$ cat src/rtl/counter_seq_ctrl.sv
// Two-digit BCD up/down counter with start/stop/pause sequencing.
// Prescaled stepping, one-shot or wrap mode, 7-segment digit outputs.
module counter_seq_ctrl #(
    parameter int PRESCALE = 4
) (
    input  logic       clk_2,
    input  logic       reset,
    input  logic       start,
    input  logic       stop,
    input  logic       direction,
    input  logic       oneshot,
    input  logic       load,
    input  logic [7:0] load_value,
    output logic [3:0] ones,
    output logic [3:0] tens,
    output logic [7:0] seg_ones,
    output logic [7:0] seg_tens,
    output logic [1:0] state,
    output logic       tc
);

    localparam logic [1:0] IDLE  = 2'd0;
    localparam logic [1:0] RUN   = 2'd1;
    localparam logic [1:0] PAUSE = 2'd2;
    localparam logic [1:0] DONE  = 2'd3;

    localparam logic [7:0] PRE_MAX = 8'(PRESCALE - 1);

    logic [1:0] state_q, state_d;
    logic [3:0] ones_q, ones_d;
    logic [3:0] tens_q, tens_d;
    logic       tc_q, tc_d;
    logic [7:0] pre_q, pre_d;
    logic       start_q, stop_q;

    logic       start_edge, stop_edge, step;
    logic [3:0] nx_ones, nx_tens;
    logic       wrap, terminal;

    function automatic logic [3:0] sat9(input logic [3:0] d);
        return (d > 4'd9) ? 4'd9 : d;
    endfunction

    function automatic logic [7:0] seg7(input logic [3:0] d);
        case (d)
            4'd0:    return 8'h3F;
            4'd1:    return 8'h06;
            4'd2:    return 8'h5B;
            4'd3:    return 8'h4F;
            4'd4:    return 8'h66;
            4'd5:    return 8'h6D;
            4'd6:    return 8'h7D;
            4'd7:    return 8'h07;
            4'd8:    return 8'h7F;
            4'd9:    return 8'h6F;
            default: return 8'h00;
        endcase
    endfunction

    assign start_edge = start & ~start_q;
    assign stop_edge  = stop & ~stop_q;
    assign step       = (state_q == RUN) && (pre_q == PRE_MAX);

    // BCD neighbour of the current count in the requested direction
    always_comb begin
        nx_ones = ones_q;
        nx_tens = tens_q;
        wrap    = 1'b0;
        if (direction) begin
            if (ones_q >= 4'd9) begin
                nx_ones = 4'd0;
                if (tens_q >= 4'd9) begin
                    nx_tens = 4'd0;
                    wrap    = 1'b1;
                end else begin
                    nx_tens = tens_q + 4'd1;
                end
            end else begin
                nx_ones = ones_q + 4'd1;
            end
        end else begin
            if (ones_q == 4'd0) begin
                nx_ones = 4'd9;
                if (tens_q == 4'd0) begin
                    nx_tens = 4'd9;
                    wrap    = 1'b1;
                end else begin
                    nx_tens = tens_q - 4'd1;
                end
            end else begin
                nx_ones = ones_q - 4'd1;
            end
        end
        terminal = direction ? (nx_ones == 4'd9 && nx_tens == 4'd9)
                             : (nx_ones == 4'd0 && nx_tens == 4'd0);
    end

    // Sequencer: state transitions, loads and count steps
    always_comb begin
        state_d = state_q;
        ones_d  = ones_q;
        tens_d  = tens_q;
        tc_d    = 1'b0;
        case (state_q)
            IDLE: begin
                if (start_edge && !stop_edge) begin
                    state_d = RUN;
                end else if (load) begin
                    ones_d = sat9(load_value[3:0]);
                    tens_d = sat9(load_value[7:4]);
                end
            end
            RUN: begin
                if (stop_edge) begin
                    state_d = PAUSE;
                end else if (step) begin
                    ones_d = nx_ones;
                    tens_d = nx_tens;
                    if (oneshot) begin
                        if (terminal) begin
                            tc_d    = 1'b1;
                            state_d = DONE;
                        end
                    end else begin
                        tc_d = wrap;
                    end
                end
            end
            PAUSE: begin
                if (load) begin
                    ones_d  = sat9(load_value[3:0]);
                    tens_d  = sat9(load_value[7:4]);
                    state_d = IDLE;
                end else if (start_edge && !stop_edge) begin
                    state_d = RUN;
                end
            end
            DONE: begin
                if (load) begin
                    ones_d  = sat9(load_value[3:0]);
                    tens_d  = sat9(load_value[7:4]);
                    state_d = IDLE;
                end else if (stop_edge) begin
                    state_d = IDLE;
                end
            end
            default: state_d = IDLE;
        endcase
    end

    // Prescaler only runs while staying in RUN, so each entry restarts it
    always_comb begin
        pre_d = 8'd0;
        if (state_q == RUN && state_d == RUN) begin
            pre_d = (pre_q == PRE_MAX) ? 8'd0 : pre_q + 8'd1;
        end
    end

    // State registers with asynchronous reset
    always_ff @(posedge clk_2 or posedge reset) begin
        if (reset) begin
            state_q <= IDLE;
            ones_q  <= 4'd0;
            tens_q  <= 4'd0;
            tc_q    <= 1'b0;
            pre_q   <= 8'd0;
            start_q <= 1'b0;
            stop_q  <= 1'b0;
        end else begin
            state_q <= state_d;
            ones_q  <= ones_d;
            tens_q  <= tens_d;
            tc_q    <= tc_d;
            pre_q   <= pre_d;
            start_q <= start;
            stop_q  <= stop;
        end
    end

    assign ones     = ones_q;
    assign tens     = tens_q;
    assign state    = state_q;
    assign tc       = tc_q;
    assign seg_ones = seg7(ones_q);
    assign seg_tens = seg7(tens_q);

endmodule

$ cat config.mk
export PLATFORM = sky130hd
export DESIGN_NAME = counter_seq_ctrl
export DESIGN_NICKNAME = d
export VERILOG_FILES = /design/src/rtl/counter_seq_ctrl.sv
export SDC_FILE = /design/constraint.sdc
export NUM_CORES = 1
export LEC_CHECK = 0
export CAP_MARGIN = 20
export CORE_MARGIN = 1
export CORE_UTILIZATION = 25
export DETAILED_ROUTE_END_ITERATION = 8
export GPL_ROUTABILITY_DRIVEN = 0
export PLACE_DENSITY = 0.57
export SYNTH_ARGS = -nofsm -noshare
export SYNTH_HDL_FRONTEND = slang
export SYNTH_SLANG_ARGS = --single-unit
$ cat constraint.sdc
create_clock -name clk_2 -period 3.2 [get_ports clk_2]
set_input_delay 0.64 -clock clk_2 [delete_from_list [all_inputs] [get_ports clk_2]]
set_output_delay 0.64 -clock clk_2 [all_outputs]
set_load 0.005 [all_outputs]
==> results by group, run 1 <==
Yosys
  – Synth cell types: 55
  – Synth Flop Type: dfrtp_1
  – Sequential area share after synthesis: 0.2745
  – Yosys warnings: 0
  – Cells after synthesis: 235
  – Mapped cell area: 1914 µm²
  – Asr flop ratio synth: 1.000
  – Main area contributors after synthesis: dfrtp_1 (27%), ha_1 (11%), o21ai_0 (7.6%)
  – Synth Register Bits: 21
  – Post-synth EDFFs: 0
  – Mapped Avg Cell Area: 8.146 µm²
  – Synth top area share: 0.2745
  – Largest area contributor in the netlist: dfrtp_1

Layout
  – Area Overhead vs Synth: 25.88%
  – Diodes inserted: 0
  – Nets: 302
  – Final instance area: 2410 µm²
  – Share of layout cells above drive strength 1: 0.05948

Setup path
  – Worst Path Buf+Inv: 2
  – RR Startpoint: ones[1]
  – Worst R2R Path Depth: 8
  – Startpoint Class: register
  – CP max stage delay: 0.52 ns
  – CP max FO: 11
  – Cell family with most CP delay: buffers and inverters
  – Crit path launch: ones[1]
  – Crit path kind: register to output port
  – Worst path cell trace: inv_1, ha_1, nor2b_1, o21ai_0, nand2_1, clkdlybuf4s50_1
  – Slowest-stage cell, CP: dfrtp_1
  – Worst path depth: 6
  – CP endpoint kind: output port
  – Worst endpoint required time: 2.56 ns
  – Crit path DAT: 2.40 ns

Power and ir drop
  – PwrDens: 737.0 nW/µm²
  – Comb power frac: 0.640
  – Clock power share: 0.098
  – Leak: 0.9697 nW
  – Switch Pwr: 0.0008022 W
  – VDD IR-drop max: 0.4227 mV
  – Sequential Power Share: 0.262
  – Sw Ratio: 0.4517
  – Internal power: 0.0009738 W

Global route
  – Pin count of the biggest net entering global routing: 23
  – Congestion Overflow GR: 0
  – All-Layer GR Usage: 0.1276
  – Vias in the first global route: 1591
  – Initial antenna violation count: 0
  – First-pass GRT wire length: 7.983 mm

STA
  – Hold_ws: 0.4867 ns
  – Final Setup Violations: 0
  – Final hold vios: 0
  – Post-layout min period: 3.036 ns
  – RSZ-0062 raised after global routing: no
  – Worst Tran Pin Value: 0.9326 ns
  – Total negative setup slack: 0 ns
  – Clock skew: 0.001781 ns
  – Highest Clock Rate: 329.4 MHz
  – Tcrit/Tclk final: 0.9487
  – Slew headroom: 0.3741
  – Max-slew violation count: 0

Run status
  – Status: finished clean

Clocking
  – Clock sink total: 21
  – Reg clk slew, reported paths: 0.08 ns
  – Post-CTS Repair Setup Buffers: 0
  – Hold buffers post-CTS: 0
  – Clock tree buffer depth: 2
  – CTS tree: built
  – H-tree depth: 1
  – CTS Root Cell: clkbuf_8
  – CTS buffer count: 3
  – Post-CTS sizing: 0
  – Worst skew pair latency: 0.26 ns

Worst hold path
  – Worst Hold Launch: pre_q[0]
  – Worst Hold Path Cells: 1
  – Worst min path class: register to register

Drt
  – Drt drc: 0
  – Number of vias per cell: 4.932
  – DRT Wirelength: 5.057 mm
  – Drt first pass iters: 4
  – Routed wire per std cell: 13.74 µm
  – Post-route ant nets: 0
  – Initial drt markers: 104
  – DR vias: 1815

Floorplanning
  – Die height: 89.51 µm
  – Area of the core: 7331 µm²
  – Die area: 8011 µm²
  – Ports: 42
  – Die W: 89.51 µm
  – Core Rows: 31
  – Initial Util: 0.2611

Job
  – Max Cap Violations: 0

Placed design
  – Placed inst area: 2364 µm²
  – DP Wirelength: 3.783 mm
  – Port Buf Inserts: 39
==> worst reg2reg max path, delay by kind of cell (launching register included) <==
kind | cells | cell delay, ns
flip-flops | 1 | 0.52
buffers and inverters | 1 | 0.20
adder cells (fa/ha/maj) | 1 | 0.37
AO/OA/AOI/OAI | 5 | 1.00
AND/OR/NAND/NOR | 1 | 0.49
==> cell usage in the layout, fill, tap and decap left out, types with 3 or more instances in the layout <==
master	count
xor2_1	5
a211o_1	3
clkbuf_8	3
a22o_1	3
nand3_1	4
a21oi_1	11
nand2_1	16
nor3_1	5
nor3b_2	3
o21ai_0	29
dfrtp_1	21
clkdlybuf4s50_1	39
xnor2_1	3
nand3b_1	3
inv_1	15
nor2b_1	5
nand2b_1	3
a31oi_1	3
o211ai_1	10
nor2_1	27
ha_1	17
==> registers in the layout, summed over array words and instances, names as in the netlist <==
signal / cells
start_q: 1
pre_q: 8
ones: 4
stop_q: 1
state: 2
tens: 4
tc: 1
==> final timing paths <==
path                                to  slack [ns]
max                        seg_ones[5]        0.16
min                           pre_q[0]        0.49
max reg2reg                   state[1]        0.51
min reg2reg                   pre_q[0]        0.49
max in group asynchronous      tens[2]        1.84
min in group asynchronous     pre_q[6]        0.85
==> Yosys cell counts (4+ instances only) <==
library cell  count
dfrtp_1          21
nor2_1           27
xor2_1            5
clkbuf_1          4
nand3_1           4
nor3_1            5
nor2b_1           5
o21ai_0          29
a21oi_1          11
nand2_1          16
inv_1            15
o211ai_1         10
ha_1             17
==> cells by family after synthesis <==
family,after synthesis,share of synthesized area
simple gates,80,0.2229
xor+xnor,8,0.03660
compound gates,79,0.2693
buf+inv,27,0.07320
flops,21,0.2745
mux,2,0.01046
fa+ha+maj,17,0.1111
other cells,1,0.001959
==> layer usage <==
layer / vias up / global-route usage / wire (µm)
li1: 916 / - / -
met1: 840 / 0.1838 / 2458
met2: 55 / 0.2040 / 2319
met3: 4 / 0.01847 / 229
met4: 0 / 0.02309 / 49
met5: - / 0 / 0
==> through the flow <==
stage / power (W) / setup WS, ns / std cells / util
detailed placement: 0.001597 / 0.4785 / 364 / 0.3224
CTS: 0.001786 / 0.1632 / 368 / 0.3287
global route: 0.001933 / 0.01836 / 368 / 0.3287
finish: 0.001776 / 0.1641 / 368 / 0.3287
floorplan: 0.001096 / 0.9488 / 236 / -
global placement: 0.001600 / 0.5313 / 364 / 0.3224
==> final cells by class <==
class / count / area (µm²)
fillers: 753 / 4921
clock inverters: 1 / 5.005
inverters: 15 / 56.30
repair buffers: 41 / 405.4
clock buffers: 3 / 41.29
well taps: 99 / 123.9
flip-flops and latches: 21 / 525.5
multi-input cells: 188 / 1252
==> power by group through the flow <==
| stage | Sequential [W] | Combinational [W] | Clock [W] |
|---|---|---|---|
| floorplan | 0.000395 | 0.000702 | 0 |
| global placement | 0.000468 | 0.00113 | 0 |
| detailed placement | 0.000473 | 0.00112 | 0 |
| CTS | 0.000468 | 0.00114 | 0.000180 |
| global route | 0.000485 | 0.00125 | 0.000194 |
| finish | 0.000465 | 0.00114 | 0.000175 |
(Power assumes the default switching activity.)
==> run 2, diff against run 1 <==
CAP_MARGIN = 10   (was 20)
==> results of run 2 <==
No change in the layout: final DEF, timing and power equal those of run 1.
==> RTL edit, RTL diff (config.mk and constraints of run 1) <==
Make the reset (`reset`) synchronous in one clocked block. Comments in the files are not updated.
--- a/src/rtl/counter_seq_ctrl.sv
+++ b/src/rtl/counter_seq_ctrl.sv
@@ -158,5 +158,5 @@
 
     // State registers with asynchronous reset
-    always_ff @(posedge clk_2 or posedge reset) begin
+    always_ff @(posedge clk_2) begin
         if (reset) begin
             state_q <= IDLE;
Function: differs if reset is asserted again (counterexample within 4 cycles, from zero or initial values and one cycle with reset high); with reset held inactive, the same outputs for 10 cycles.
==> RTL edit against run 1 <==
- synthesized area is 35% higher
- via count up 38%
- power is 23% lower
- non-clock buffer count grew 36
- sequential cell count is 14 higher
- clock power grew 130%
- utilization rose by 2.2 points
- wire length is 37% higher
- worst setup slack gained 0.058 ns
- clock skew up 0.0075 ns
- critical path depth is 3 higher
- cell area is 44% higher
- maximum frequency grew 2.0%
- largest cell class unchanged
==> RTL edit: results (changes against run 1) <==
<table>
<tr><th>Metric</th><th>Value</th></tr>
<tr><th colspan="2">Placed design</th></tr>
<tr><td>Detailed Place HPWL</td><td>5410 um (+43%)</td></tr>
<tr><td>Dpl cell area</td><td>0.003362 mm2 (+42%)</td></tr>
<tr><td>Cell Count Post-Placement</td><td>501 (+38%)</td></tr>
<tr><th colspan="2">Critical path</th></tr>
<tr><td>WP data arrival</td><td>3.21 ns (+0.81 ns)</td></tr>
<tr><td>Family with the most delay on the worst path</td><td>compound AO/OA/AOI/OAI gates</td></tr>
<tr><td>Max Fanout on Critical Path</td><td>5 (-6)</td></tr>
<tr><td>FF-to-FF path depth</td><td>11 (+3)</td></tr>
<tr><td>Slowest cell delay on critical path</td><td>0.49 ns (-0.03 ns)</td></tr>
<tr><td>Crit Reg-Reg Endpoint</td><td>seg_tens[3]$_DFF_P_</td></tr>
<tr><th colspan="2">Route</th></tr>
<tr><td>Vias per cell</td><td>4.921 (-0.22%)</td></tr>
<tr><td>Average wire length per cell after detail routing</td><td>13.65 um (-0.67%)</td></tr>
<tr><td>Detail Route met2 WL</td><td>3384 um (+46%)</td></tr>
<tr><td>Metal1 wirelength</td><td>3297 um (+34%)</td></tr>
<tr><th colspan="2">Yosys</th></tr>
<tr><td>Mean Syn Cell Area</td><td>8.441 um2 (+3.6%)</td></tr>
<tr><td>Most common library cells after synthesis</td><td>dfxtp_1, nor2_1, ha_1</td></tr>
<tr><td>Area share of fa/ha/maj cells after synthesis</td><td>0.09174 (-0.01937)</td></tr>
<tr><td>Share of async-settable or async-resettable flops after synthesis</td><td>0 (-1.000)</td></tr>
<tr><td>Synthesized-area fraction occupied by xor and xnor cells</td><td>0.02366 (-0.01294)</td></tr>
<tr><td>Multiplexer share of the synthesized area</td><td>0.03718 (+0.02672)</td></tr>
<tr><th colspan="2">Global routing</th></tr>
<tr><td>Maximum number of pins on one net before global-route repair</td><td>20 (-13%)</td></tr>
<tr><td>Tot GR Track Use</td><td>0.1285 (+0.0009300)</td></tr>
<tr><td>Routing usage on met1</td><td>0.1690 (-0.01479)</td></tr>
<tr><th colspan="2">Outcome</th></tr>
<tr><td>Outcome</td><td>finished, final reports clean</td></tr>
<tr><th colspan="2">Final layout</th></tr>
<tr><td>FILL cells</td><td>1,057 (+40%)</td></tr>
<tr><td>Final std cells w/o fill</td><td>509 (+38%)</td></tr>
<tr><th colspan="2">Power</th></tr>
<tr><td>Comb pwr share</td><td>0.331 (-0.309)</td></tr>
<tr><td>Power dissipated in sequential cells</td><td>0.512 mW (+10%)</td></tr>
<tr><td>Leakage power total</td><td>1.382 nW (+43%)</td></tr>
<tr><th colspan="2">Hold path</th></tr>
<tr><td>Hold wc startpoint</td><td>pre_q[0]$_SDFF_PP0_</td></tr>
<tr><th colspan="2">Clock network</th></tr>
<tr><td>Number of CTS-inserted buffers</td><td>5 (+2)</td></tr>
<tr><td>H-Tree Level Count</td><td>2 (+1)</td></tr>
<tr><th colspan="2">Timing</th></tr>
<tr><td>Clk_skew</td><td>0.009314 ns (+0.007534 ns)</td></tr>
</table>
RTL edit: cell count changes in the layout (fill, tap and decap cells not counted), moves of 6 or more:
cell     delta
nand3_1     +8
and3_1      +6
dfxtp_1    +35
o21ai_0    -12
dfrtp_1    -21
buf_4      +36
nor2_1      -6
nor2b_1     +9
RTL edit: final cells by class:
class	instances	area share
Multi-Input combinational cell	239	0.5052
Clock buffer	5	0.01981
Tap cell	133	0.04789
Clock inverter	3	0.01260
Inverter	17	0.01837
Timing Repair Buffer	77	0.1945
Sequential cell	35	0.2017
RTL edit: metrics by stage:
step                hold slack (ns)  TNS, ns  utilization  setup slack, ns  power (mW)
floorplan                    0.4263        0            -           0.2911      0.7575
global placement             0.4417        0       0.3393          0.03438      0.9738
detailed placement           0.4506  -0.1293       0.3393         -0.09657      0.9751
CTS                          0.4682        0       0.3506           0.2015       1.385
global route                 0.4956        0       0.3506         0.005887       1.451
finish                       0.4629        0       0.3506           0.2226       1.373
